`src/rtl/rf_writeback_queue_if.sv`:
```
// Handshake and register-file write-port bundle for rf_writeback_queue.
// master = producers/decode side, slave = the writeback queue.
interface rf_writeback_queue_if #(
   parameter int unsigned XLEN = 32
);
   logic            alu_valid;
   logic [4:0]      alu_rd;
   logic [XLEN-1:0] alu_data;
   logic            alu_ready;

   logic            lsu_valid;
   logic [4:0]      lsu_rd;
   logic [XLEN-1:0] lsu_data;
   logic            lsu_ready;

   logic [4:0]      A3;
   logic [XLEN-1:0] WD3;
   logic            WE3;
   logic [31:0]     pend_mask;

   logic [4:0]      A1;
   logic [4:0]      A2;
   logic            byp_hit1;
   logic            byp_hit2;
   logic [XLEN-1:0] byp_data1;
   logic [XLEN-1:0] byp_data2;

   modport master (
      output alu_valid, alu_rd, alu_data,
      input  alu_ready,
      output lsu_valid, lsu_rd, lsu_data,
      input  lsu_ready,
      input  A3, WD3, WE3, pend_mask,
      output A1, A2,
      input  byp_hit1, byp_hit2, byp_data1, byp_data2
   );

   modport slave (
      input  alu_valid, alu_rd, alu_data,
      output alu_ready,
      input  lsu_valid, lsu_rd, lsu_data,
      output lsu_ready,
      output A3, WD3, WE3, pend_mask,
      input  A1, A2,
      output byp_hit1, byp_hit2, byp_data1, byp_data2
   );
endinterface

```
`src/rtl/rf_writeback_queue.sv`:
```
// In-order writeback queue feeding the register file write port, LSU has priority over ALU.
// Optional read bypass enabled by defining RF_WB_BYPASS_EN.
module rf_writeback_queue #(
   parameter int unsigned DEPTH = 4,
   parameter int unsigned XLEN  = 32
) (
   input logic               clk,
   input logic               rst_n,
   rf_writeback_queue_if.slave wb
);
   localparam int unsigned PW   = $clog2(DEPTH);
   localparam int unsigned CW   = PW + 1;
   localparam int unsigned RW   = 5;
   localparam int unsigned NREG = 32;

   typedef struct packed {
      logic [RW-1:0]   rd;
      logic [XLEN-1:0] data;
   } entry_t;

   entry_t        mem_q [DEPTH];
   entry_t        mem_d [DEPTH];
   logic [PW-1:0] head_q, head_d;
   logic [PW-1:0] tail_q, tail_d;
   logic [CW-1:0] count_q, count_d;

   logic            pop_c;
   logic [CW-1:0]   free_c;
   logic            lsu_ready_c;
   logic            alu_ready_c;
   logic            lsu_push_c;
   logic            alu_push_c;
   logic [PW-1:0]   alu_slot_c;
   logic [PW-1:0]   age_c;
   logic [DEPTH-1:0] valid_c;
   logic [NREG-1:0] pend_c;

   // Arbitration and pointer update; the draining head frees its slot this cycle.
   always_comb begin : ctrl
      pop_c       = (count_q != '0);
      free_c      = CW'(DEPTH) - count_q + CW'(pop_c);
      lsu_ready_c = (free_c != '0);
      alu_ready_c = (free_c >= CW'(2)) || ((free_c == CW'(1)) && !wb.lsu_valid);
      lsu_push_c  = wb.lsu_valid && lsu_ready_c && (wb.lsu_rd != '0);
      alu_push_c  = wb.alu_valid && alu_ready_c && (wb.alu_rd != '0);
      alu_slot_c  = tail_q + PW'(lsu_push_c);
      head_d      = head_q + PW'(pop_c);
      tail_d      = alu_slot_c + PW'(alu_push_c);
      count_d     = count_q - CW'(pop_c) + CW'(lsu_push_c) + CW'(alu_push_c);
      mem_d       = mem_q;
      if (lsu_push_c) begin
         mem_d[tail_q] = '{rd: wb.lsu_rd, data: wb.lsu_data};
      end
      if (alu_push_c) begin
         mem_d[alu_slot_c] = '{rd: wb.alu_rd, data: wb.alu_data};
      end
   end

   // Occupied slots and the pending-destination mask they imply.
   always_comb begin : occupancy
      valid_c = '0;
      pend_c  = '0;
      age_c   = '0;
      for (int i = 0; i < DEPTH; i++) begin
         age_c      = PW'(i) - head_q;
         valid_c[i] = ({1'b0, age_c} < count_q);
         if (valid_c[i]) begin
            pend_c[mem_q[i].rd] = 1'b1;
         end
      end
   end

   always_ff @(posedge clk or negedge rst_n) begin : regs
      if (!rst_n) begin
         head_q  <= '0;
         tail_q  <= '0;
         count_q <= '0;
         for (int i = 0; i < DEPTH; i++) begin
            mem_q[i] <= '0;
         end
      end else begin
         head_q  <= head_d;
         tail_q  <= tail_d;
         count_q <= count_d;
         for (int i = 0; i < DEPTH; i++) begin
            mem_q[i] <= mem_d[i];
         end
      end
   end

   assign wb.lsu_ready = lsu_ready_c;
   assign wb.alu_ready = alu_ready_c;
   assign wb.WE3       = pop_c;
   assign wb.A3        = pop_c ? mem_q[head_q].rd   : '0;
   assign wb.WD3       = pop_c ? mem_q[head_q].data : '0;
   assign wb.pend_mask = pend_c;

`ifdef RF_WB_BYPASS_EN
   logic [PW-1:0]   byp_idx_c;
   logic            byp_hit1_c, byp_hit2_c;
   logic [XLEN-1:0] byp_data1_c, byp_data2_c;

   // Walk oldest to youngest so the youngest match is the one left standing.
   always_comb begin : bypass
      byp_idx_c   = '0;
      byp_hit1_c  = 1'b0;
      byp_hit2_c  = 1'b0;
      byp_data1_c = '0;
      byp_data2_c = '0;
      for (int j = 0; j < DEPTH; j++) begin
         byp_idx_c = head_q + PW'(j);
         if (CW'(j) < count_q) begin
            if ((wb.A1 != '0) && (mem_q[byp_idx_c].rd == wb.A1)) begin
               byp_hit1_c  = 1'b1;
               byp_data1_c = mem_q[byp_idx_c].data;
            end
            if ((wb.A2 != '0) && (mem_q[byp_idx_c].rd == wb.A2)) begin
               byp_hit2_c  = 1'b1;
               byp_data2_c = mem_q[byp_idx_c].data;
            end
         end
      end
   end

   assign wb.byp_hit1  = byp_hit1_c;
   assign wb.byp_hit2  = byp_hit2_c;
   assign wb.byp_data1 = byp_data1_c;
   assign wb.byp_data2 = byp_data2_c;
`else
   assign wb.byp_hit1  = 1'b0;
   assign wb.byp_hit2  = 1'b0;
   assign wb.byp_data1 = '0;
   assign wb.byp_data2 = '0;
`endif

endmodule

```
`src/flat_wrapper.sv`:
```
// flat-port wrapper written by rule: the top's interface ports become plain ports
module rf_writeback_queue_flat 
#(
   parameter int unsigned DEPTH = 4,
   parameter int unsigned XLEN  = 32
)
  (clk, rst_n, wb_alu_valid, wb_alu_rd, wb_alu_data, wb_alu_ready, wb_lsu_valid, wb_lsu_rd, wb_lsu_data, wb_lsu_ready, wb_A3, wb_WD3, wb_WE3, wb_pend_mask, wb_A1, wb_A2, wb_byp_hit1, wb_byp_hit2, wb_byp_data1, wb_byp_data2);
  rf_writeback_queue_if #(.XLEN(XLEN)) wb_i ();
  input logic clk;
  input logic rst_n;
  input wire logic [$bits(wb_i.alu_valid)-1:0] wb_alu_valid;
  input wire logic [$bits(wb_i.alu_rd)-1:0] wb_alu_rd;
  input wire logic [$bits(wb_i.alu_data)-1:0] wb_alu_data;
  output wire logic [$bits(wb_i.alu_ready)-1:0] wb_alu_ready;
  input wire logic [$bits(wb_i.lsu_valid)-1:0] wb_lsu_valid;
  input wire logic [$bits(wb_i.lsu_rd)-1:0] wb_lsu_rd;
  input wire logic [$bits(wb_i.lsu_data)-1:0] wb_lsu_data;
  output wire logic [$bits(wb_i.lsu_ready)-1:0] wb_lsu_ready;
  output wire logic [$bits(wb_i.A3)-1:0] wb_A3;
  output wire logic [$bits(wb_i.WD3)-1:0] wb_WD3;
  output wire logic [$bits(wb_i.WE3)-1:0] wb_WE3;
  output wire logic [$bits(wb_i.pend_mask)-1:0] wb_pend_mask;
  input wire logic [$bits(wb_i.A1)-1:0] wb_A1;
  input wire logic [$bits(wb_i.A2)-1:0] wb_A2;
  output wire logic [$bits(wb_i.byp_hit1)-1:0] wb_byp_hit1;
  output wire logic [$bits(wb_i.byp_hit2)-1:0] wb_byp_hit2;
  output wire logic [$bits(wb_i.byp_data1)-1:0] wb_byp_data1;
  output wire logic [$bits(wb_i.byp_data2)-1:0] wb_byp_data2;
  assign wb_i.alu_valid = wb_alu_valid;
  assign wb_i.alu_rd = wb_alu_rd;
  assign wb_i.alu_data = wb_alu_data;
  assign wb_alu_ready = wb_i.alu_ready;
  assign wb_i.lsu_valid = wb_lsu_valid;
  assign wb_i.lsu_rd = wb_lsu_rd;
  assign wb_i.lsu_data = wb_lsu_data;
  assign wb_lsu_ready = wb_i.lsu_ready;
  assign wb_A3 = wb_i.A3;
  assign wb_WD3 = wb_i.WD3;
  assign wb_WE3 = wb_i.WE3;
  assign wb_pend_mask = wb_i.pend_mask;
  assign wb_i.A1 = wb_A1;
  assign wb_i.A2 = wb_A2;
  assign wb_byp_hit1 = wb_i.byp_hit1;
  assign wb_byp_hit2 = wb_i.byp_hit2;
  assign wb_byp_data1 = wb_i.byp_data1;
  assign wb_byp_data2 = wb_i.byp_data2;
  rf_writeback_queue #(.DEPTH(DEPTH), .XLEN(XLEN)) u_core (.clk(clk), .rst_n(rst_n), .wb(wb_i));
endmodule
```
`config.mk`:
```
export PLATFORM = sky130hd
export DESIGN_NAME = rf_writeback_queue_flat
export DESIGN_NICKNAME = d
export VERILOG_FILES = /design/src/rtl/rf_writeback_queue_if.sv /design/src/rtl/rf_writeback_queue.sv /design/src/flat_wrapper.sv
export SDC_FILE = /design/constraint.sdc
export NUM_CORES = 1
export LEC_CHECK = 0
export CORE_MARGIN = 5
export CORE_UTILIZATION = 55
export DETAILED_ROUTE_END_ITERATION = 10
export PLACE_DENSITY = 0.95
export SYNTH_ARGS = -nofsm -noshare
export SYNTH_HDL_FRONTEND = slang
export SYNTH_SLANG_ARGS = --single-unit
```
`constraint.sdc`:
```
create_clock -name clk -period 7.6 [get_ports clk]
set_input_delay 1.14 -clock clk [delete_from_list [all_inputs] [get_ports clk]]
set_output_delay 1.14 -clock clk [all_outputs]
set_load 0.05 [all_outputs]
```
### Word-level counts from Yosys, hierarchy flattened

Cells that the tools add are included.

| word-level totals | value |
|---|---|
| flip-flop bits (word level) | 155 |
| output and inout bits | 138 |
| logic and storage cells | 90 |

| cells by class | value |
|---|---|
| add/sub/neg operators | 12 |
| $lt $le $gt $ge | 18 |
| equal/unequal tests | 1 |
| mux-type cells | 25 |
| bitwise operators | 6 |
| reduce and logical (&&, ||, !) cells | 17 |

Operator list:

| operator | count |
|---|---|
| 148-bit bitwise mux | 2 |
| 148-bit 2-to-1 mux | 2 |
| 32-bit 2-to-1 mux | 5 |
| 37-bit demux with 2-bit select | 2 |
| 37-bit 2-to-1 mux | 4 |
| 32-bit OR | 3 |
| 37-bit binary-select mux with 2-bit select | 1 |
| 5-bit by 6-bit < comparator with 1-bit output, second input constant | 4 |
| 1-bit demux with 5-bit select | 4 |
| 5-bit by 1-bit greater-or-equal comparator with 1-bit output, second input constant | 4 |
| 2-bit by 3-bit < comparator with 1-bit output | 4 |
| 1-bit logical AND | 11 |
| 5-bit nonzero test | 2 |
| 3-bit by 1-bit adder with 3-bit output | 3 |
| 3-bit greater-or-equal comparator, second input constant | 3 |
| 2-bit NOT with 3-bit output | 3 |
| 2-bit by 1-bit adder with 2-bit output | 3 |
| 3-bit by 1-bit < comparator with 1-bit output, second input constant | 2 |
| 3-bit nonzero test | 2 |
| 5-bit 2-to-1 mux | 1 |
| 1-bit 2-to-1 mux | 4 |
| 1-bit by 2-bit subtractor with 2-bit output, first input constant | 2 |
| 2-bit subtractor, first input constant | 2 |
| 3-bit by 1-bit == test with 1-bit output, second input constant | 1 |
| 5 further kinds | 5 |

### Logic depth before layout (Yosys ltp)

Gate-level depths: netlist of the first run.

| logic depth | value |
|---|---|
| word-level depth | 13 |
| mapped depth | 14 |

### Worst setup path after synthesis of the first run

Ideal clock, no wire load.

| timing path | value |
|---|---|
| path kind | register to output |
| start point | register u_core.head_q[0] |
| end point | output port wb_pend_mask[0] |
| arrival time | 2.779 ns |
| data required time | 6.460 ns |
| setup slack | 3.681 ns |
| stages on the path, launching flop included | 9 |
| cell sequence | dfrtp_1 buf_2 buf_2 xor2_1 ha_1 a21oi_1 nor2_1 or2_2 o221ai_1 |

| between the ends | value |
|---|---|
| cells in the longest elaborated chain, start to end | 9 |

Ends and longest elaborated chain:

| item | line | RTL |
|---|---|---|
| start: declaration | rf_writeback_queue.sv:23 | `logic [PW-1:0] head_q, head_d;` |
| start signal: assignment | rf_writeback_queue.sv:75 | `head_q <= '0;` |
| start signal: assignment | rf_writeback_queue.sv:82 | `head_q <= head_d;` |
| 1-bit by 2-bit subtractor with 2-bit output | rf_writeback_queue.sv:65 | `age_c = PW'(i) - head_q;` |
| 2-bit by 3-bit < comparator with 1-bit output | rf_writeback_queue.sv:66 | `valid_c[i] = ({1'b0, age_c} < count_q);` |
| 32-bit 2-to-1 mux | rf_writeback_queue.sv:67 | `if (valid_c[i]) begin` |
| 32-bit OR (no line) | n/a |  |
| 32-bit 2-to-1 mux | rf_writeback_queue.sv:67 |  |
| 32-bit OR (no line) | n/a |  |
| 32-bit 2-to-1 mux | rf_writeback_queue.sv:67 |  |
| 32-bit OR (no line) | n/a |  |
| 32-bit 2-to-1 mux * | rf_writeback_queue.sv:67 |  |
| end: declaration | flat_wrapper.sv:22 | `output wire logic [$bits(wb_i.pend_mask)-1:0] wb_pend_mask;` |

Every way passes the cells marked *; elsewhere a longest branch is shown, timed or not.

### Worst setup path after layout of the first run

| timing path | value |
|---|---|
| start point | register u_core.head_q[0] |
| end point | output port wb_pend_mask[28] |

Same word-level chain as after synthesis.

==> results of run 1 <==
==> worst paths after layout <==
path	slack [ps]	endpoint	cells after the start	from
max	2820	wb_pend_mask[28]	7	u_core.head_q[0]
min reg2reg	610	u_core.mem_q[48]	2	u_core.mem_q[48]
min in group asynchronous	850	u_core.mem_q[57]	1	rst_n
max in group asynchronous	5420	u_core.head_q[1]	2	rst_n
max reg2reg	3920	u_core.mem_q[80]	9	u_core.count_q[2]
min	610	u_core.mem_q[48]	2	u_core.mem_q[48]
==> final cells by class <==
type | count | area (µm²) | share of cell area (%)
inverters | 13 | 48.80 | 0.3855
clock inverters | 10 | 187.7 | 1.483
repair buffers | 159 | 1568 | 12.38
flip-flops and latches | 155 | 3881 | 30.66
clock buffers | 21 | 460.4 | 3.637
well taps | 265 | 331.6 | 2.619
multi-input cells | 629 | 6182 | 48.83
==> cells in the final DEF, fill, tap and decap left out, drive strengths merged, types with 5 or more instances in the layout <==
cell type	count
a221o	23
buf	11
bufinv	5
clkbuf	21
clkdlybuf4s50	148
conb	66
dfrtp	155
ha	10
inv	15
mux2	296
mux4	37
nand2	16
nand2b	12
nand3b	6
nor2	27
nor2b	41
nor3	9
o221ai	8
o22ai	23
o32a	8
==> cells in the mapped netlist, types with 2 or more instances <==
master                     instances
sky130_fd_sc_hd__a21oi_1           3
sky130_fd_sc_hd__a221o_1          23
sky130_fd_sc_hd__and2_1            2
sky130_fd_sc_hd__and3_1            2
sky130_fd_sc_hd__buf_1             3
sky130_fd_sc_hd__buf_2            19
sky130_fd_sc_hd__buf_4            71
sky130_fd_sc_hd__buf_6             6
sky130_fd_sc_hd__buf_8             3
sky130_fd_sc_hd__clkbuf_1         20
sky130_fd_sc_hd__dfrtp_1         155
sky130_fd_sc_hd__fa_1              2
sky130_fd_sc_hd__ha_1             10
sky130_fd_sc_hd__inv_1            12
sky130_fd_sc_hd__mux2_1           88
sky130_fd_sc_hd__mux2_2          178
sky130_fd_sc_hd__mux2_4           30
sky130_fd_sc_hd__mux4_2           37
sky130_fd_sc_hd__nand2_1          16
sky130_fd_sc_hd__nand2b_1         12
sky130_fd_sc_hd__nand3_1           4
sky130_fd_sc_hd__nand3b_1          6
sky130_fd_sc_hd__nand4b_1          2
sky130_fd_sc_hd__nor2_1           27
sky130_fd_sc_hd__nor2b_1          41
sky130_fd_sc_hd__nor3_1            7
sky130_fd_sc_hd__nor3_2            2
sky130_fd_sc_hd__nor3b_1           2
sky130_fd_sc_hd__o211ai_1          3
sky130_fd_sc_hd__o21bai_1          2
sky130_fd_sc_hd__o221ai_1          8
sky130_fd_sc_hd__o22ai_1          23
sky130_fd_sc_hd__o32a_1            8
sky130_fd_sc_hd__or3_1             4
sky130_fd_sc_hd__xnor2_1           3
sky130_fd_sc_hd__xor2_1            4
==> cells by family after synthesis <==
family                     share of synthesized area (%)
AOI/OAI and AO/OA                                  5.979
xor gates and xnor gates                          0.5745
adders and majority gates                          1.547
buffers and inverters                              8.206
DFF                                                36.34
muxes                                              40.09
other                                            0.03514
and+or+nand+nor                                    7.222
==> metal layers <==
metal	GRT usage (%)	up-vias	wire length, µm
li1	-	3302	-
met1	31.42	3838	11160
met2	44.69	398	14510
met3	5.135	58	2183
met4	7.826	0	622
met5	0	-	0
==> worst max-delay path: stages (launching register included) <==
cell and delay [ps]:
sky130_fd_sc_hd__dfrtp_2 360, sky130_fd_sc_hd__buf_4 670, sky130_fd_sc_hd__a21boi_0 210, sky130_fd_sc_hd__o21bai_1 380, sky130_fd_sc_hd__nand4_1 230, sky130_fd_sc_hd__o32ai_1 390
sky130_fd_sc_hd__a221o_1 170, sky130_fd_sc_hd__clkdlybuf4s50_1 800
==> registers in the layout (all words and copies together), names as in the netlist <==
signal / flops
u_core.count_q: 3
u_core.tail_q: 2
u_core.mem_q: 148
u_core.head_q: 2
==> metrics by stage <==
step / instances / worst slack (ps) / hold WS, ps / util (%) / cell area (µm²)
2_1_floorplan: 919 / 3681 / 539.8 / - / 10920
3_3_place_gp: 1221 / 2903 / 589.9 / 62.33 / 12010
3_5_place_dp: 1221 / 2839 / 601.2 / 62.33 / 12010
4_1_cts: 1252 / 2768 / 615.1 / 65.69 / 12660
5_1_grt: 1252 / 2574 / 638.5 / 65.69 / 12660
6_report: 1252 / 2819 / 611.5 / 65.69 / 12660
==> results, run 1 <==
- The run finished with clean final reports.
- During synthesis, Yosys emitted a total of 0 warnings.
- The transition time at the pin with the least slew margin is around 1100 ps.
- The CTS tree is built.
- Once the clock tree was built, the resizer swapped 0 gates to a different size.
- Port buffering added approximately 150 buffers.
- Along the worst path, the maximum fanout reaches slightly above 40.
- The synthesis-to-layout area growth is 18.62%.
- The aggregate global-route resource usage is between 20 and 30%.
- The category of the most critical setup path is register to output pin.
- The initial antenna violation count is 0.
- The worst setup path is captured at an output pin.
- The half-perimeter wire length of the detailed placement result is 18.72 mm.
- The number of flops mapped to enable cells by yosys is 0.
- The number of maximum-capacitance constraint violations is 0.
- Setup repair after global routing left no endpoint under its margin.
- Static timing analysis puts the maximum clock frequency at between 200 and 250 MHz.
- The number of flip-flops and latches in the synthesized netlist is ~160.
- Clock skew on the completed layout was measured at 9.754 ps.
- The mapped netlist covers 10670 µm².
- The congestion estimate from routability-driven global placement came to between 0.9 and 1.
- The arrival time reported for the critical path endpoint is approximately 3600 ps.
- The total negative slack is 0 ps.
- Using the TritonRoute via totals, the vias-per-cell ratio works out to just over 6.
- The via count of the first global-routing pass is approximately 8000.
- The mean post-synth cell area is 12.50 µm².
- In the synthesized netlist the async set-or-reset flop fraction comes to 100.0%.
- The minimum clock period after layout is ~4800 ps.
- In the post-synthesis netlist, the biggest area contributors are sky130_fd_sc_hd__dfrtp_1 36%, sky130_fd_sc_hd__mux2_2 19%, sky130_fd_sc_hd__mux2_1 9.3%.
- For this run, the leading register cell type out of synthesis is sky130_fd_sc_hd__dfrtp_1.
- In the finished design, the share of the clock period the worst path needs comes to about 63%.
- Summed over its instances, the top area cell type makes up 36.34% of the synthesized netlist area.
- The initial core utilization is a little under three fifths.
- The fill cell total of the finished layout is 1348.
- The detailed-route wire length per cell is about 23 µm.
- The total via count after detailed routing is approximately 7600.
- After technology mapping, the gate count stands at ~850.
- The die covers 22290 µm².
- The largest total area in the synthesized netlist belongs to sky130_fd_sc_hd__dfrtp_1.
- Post-CTS timing repair inserted 0 buffers for setup.
- The final net count is between 1000 and 1500.
- Entering global routing, the biggest net connects between 100 and 150 pins.
- The I/O pin count is approximately 230.
- The area inside the core boundary is roughly 19000 µm².
- CTS saw ~160 sinks.
- After floorplanning, the core was divided into 51 placement rows.
- The detailed-route DRC error count is 0.
- The sequential share of the synthesized area is 36.34%.
- Hold repair after CTS inserted 0 buffers.
- The initial detailed-routing violation count is 454.
- Setup violations remaining at the end of the flow were counted as 0.
- The class of the worst hold path is register to register.
- Clock latency on the worst-skew pair, taken at its later pin, is approximately 420 ps.
- For the worst setup path, the data required time is between 6000 and 7000 ps.
- The buffer depth of the longest clock path is 2.
- The number of hold-slack violations in the final timing report came to 0.
- The total overflow reported by the global router is 0.
- The netlist uses 52 different library cells.
- In this run the tightest slew margin relative to its limit is between 20% and 30%.
- The die height is approximately 150 µm.
- The first-pass GRT wire length is about 44 mm.
- The routed design has roughly 28 mm of wire.
- The total clock buffers created by CTS is 17.
- The total inserted antenna cells is 0.
- CTS placed an instance of sky130_fd_sc_hd__clkbuf_16 at the clock tree root.
- The clock transition at the register clock pins on the worst setup and hold paths after CTS is 60 ps.
- The max-slew violation total from the final report was 0.
- The H-tree was split into 4 levels.
- The sort of element at the start of the critical path is a register.
- In this run the horizontal extent of the chip is about 150 µm.
- The first TritonRoute pass finished after 5 iterations.
- The proportion of layout cells with a drive suffix above 1 is between 30% and 40%.
- The antenna violation net count after detailed routing is 0.
Power of run 1 is not shown: default switching activity piles up to over one toggle a cycle in this logic, so the estimate is an artifact.
==> run 2, diff against run 1 <==
Settings changed: CORE_UTILIZATION 55 to 52, PLACE_DENSITY 0.95 to 0.93.
Clock period 7.6 ns to 4.8 ns, I/O delays scaled along.
==> results, run 2 (synthesized netlist as in run 1, its figures left out) <==
- For this run, design rule violations remaining after detail routing come to 0.
- Prior to clock tree synthesis, the placed netlist has a worst setup slack of between 700 and 800 ps.
- The sort of element at the start of the critical path is a register.
- The register with the most flip-flops is u_core.mem_q.
- Setup repair after global routing left no endpoint under its margin.
- The worst setup path is of the register to output pin kind.
- The number of flip-flops in the largest register is 148.
- 0 antenna diodes ended up in the layout.
- about 230 I/O pins were placed.
- After clock tree synthesis, the clock-pin slew on the worst setup and hold paths is around 60 ps.
- With fillers left out, the area of the finished cells amounts to about 13000 µm².
- In this run the worst path has a maximum fanout of 17.
- The flow ran to the end, and the final reports show no timing, DRC or antenna violations.
- After detailed routing, the wire length on met1 is ~11 mm.
- The initial core utilization is 52.75%.
- The number of hold-slack violations in the final timing report came to 0.
- Counting along the longest clock path gives a buffer depth of 2.
- The first global-routing pass estimated 43.88 mm of wire.
- The detailed router used layers up to and including met4.
- Leaving out fill and tap cells, the most frequent cell in the layout is sky130_fd_sc_hd__mux2_2.
- TritonCTS created 17 clock buffers.
- The die covers 23490 µm².
- The post-detailed-routing wire length is approximately 28 mm.
- The buffers inserted during post-CTS setup optimization is 0.
- The initial detailed-routing violation count is around 550.
- The clock net sink count is between 150 and 200.
- The total via count after detailed routing is 7536.
- The final layout contains 1083 nets.
- The row count is 52.
- The length of routed met3 wiring is between 2 and 2.5 mm.
- The port buffer count is roughly 150.
- The aggregate global-route resource usage is 23.20%.
- The latest clock arrival within the worst-skew pair is ~420 ps.
- At the worst endpoint, the arrival time is ~3600 ps.
- CTS placed an instance of sky130_fd_sc_hd__clkbuf_16 at the clock tree root.
- The critical path data required time is 4080 ps.
- Once placement finished, the instance area stood at between 10000 and 15000 µm².
- At the end of routability-driven placement, the weighted congestion stood at 0.9219.
- The CTS H-tree depth is 4.
- Headroom to the max-slew limit came out at 39.15%.
- The number of maximum-capacitance constraint violations is 0.
- The via density per instance is roughly 6.0.
- The die height is about 150 µm.
- The pin count of the biggest net entering global routing is 80.
- STA classifies the critical path endpoint as an output pin.
- In the layout the commonest cells are 178 x sky130_fd_sc_hd__mux2_2, 153 x sky130_fd_sc_hd__dfrtp_1, 148 x sky130_fd_sc_hd__clkdlybuf4s50_1.
- Across all setup checks in the final design, the least slack found is 451.4 ps.
- The total of cells resized after clock tree synthesis is 0.
- TritonCTS built the clock tree.
- The total setup violations reported at the end of the flow is 0.
- The largest registers in the layout are u_core.mem_q x148, u_core.count_q x3.
- Across the routed clock network, the largest skew measured is between 7 and 8 ps.
- Setup total negative slack on the finished layout was measured at 0 ps.
- The die span in x is about 150 µm.
- At the pin with the least slew margin, the transition time is between 900 and 1000 ps.
- The max-slew violation total from the final report was 0.
- The routed design uses about 14 mm of met2 wire.
- The via count of the first global-routing pass is between 7000 and 8000.
- After detailed routing, the average wire length per cell comes to about 22 µm.
- The antenna violation net count after detailed routing is 0.
- The total overflow reported by the global router is 0.
- The number of detailed-routing iterations run before antenna repair is 5.
- The part of the cycle the worst path needs is about nine tenths.
- The minimum clock period after layout is between 4000 and 5000 ps.
- The area inside the core boundary is 20230 µm².
- Compared with the post-synthesis result, the final layout area differs by 18.51%.
- After clock tree synthesis, the flow added hold-fix buffers numbering 0.
- The worst hold path belongs to the class input pin to async pin.
- The initial antenna violation count is 0.
- The post-route netlist has 30.68% of its cells at a drive strength greater than 1.
- The achievable frequency is 230.0 MHz.
- Measured in cells, the most critical reg-to-reg path has a length of 10.
- Detailed placement ended at an HPWL of about 19 mm.
run 2: final timing paths:
| check | from | to | slack, ps |
|---|---|---|---|
| hold reg to reg | u_core.mem_q[48] | u_core.mem_q[48] | 610 |
| min in group clk | u_core.mem_q[48] | u_core.mem_q[48] | 610 |
| setup / recovery | u_core.head_q[1] | wb_pend_mask[19] | 450 |
| hold / removal | rst_n | u_core.mem_q[19] | 330 |
| max in group asynchronous | rst_n | u_core.mem_q[85] | 3410 |
| setup reg to reg | u_core.count_q[1] | u_core.mem_q[79] | 1470 |
run 2: routing by layer:
metal | vias to the layer above | GRT usage [%]
met5 | - | 0
met4 | 0 | 5.855
met3 | 48 | 5.485
met2 | 368 | 41.06
met1 | 3808 | 28.62
li1 | 3312 | -
run 2: worst max-delay path, cell delays in order (launching register included):
cell	delay [ps]
sky130_fd_sc_hd__dfrtp_2	680
sky130_fd_sc_hd__xor2_1	230
sky130_fd_sc_hd__ha_1	260
sky130_fd_sc_hd__a21oi_1	160
sky130_fd_sc_hd__nor2_1	100
sky130_fd_sc_hd__nor2b_1	680
sky130_fd_sc_hd__a221o_1	280
sky130_fd_sc_hd__clkdlybuf4s50_1	810
run 2: cell type report:
| class | count | area [µm²] |
|---|---|---|
| Fill cell | 1526 | 7586 |
| Multi-Input combinational cell | 629 | 6182 |
| Sequential cell | 155 | 3881 |
| Timing Repair Buffer | 167 | 1653 |
| Clock buffer | 23 | 478.0 |
| Tap cell | 270 | 337.8 |
| Clock inverter | 7 | 67.56 |
| Inverter | 13 | 48.80 |
run 2: stage by stage:
stage / hold slack [ps] / utilization (%) / instances
2_1_floorplan: 424.4 / - / 919
3_3_place_gp: 588.8 / 59.81 / 1234
3_5_place_dp: 599.3 / 59.81 / 1234
4_1_cts: 365.6 / 62.51 / 1264
5_1_grt: 389.2 / 62.51 / 1264
6_report: 334.0 / 62.51 / 1264
Power of run 2 is left out for the same reason.
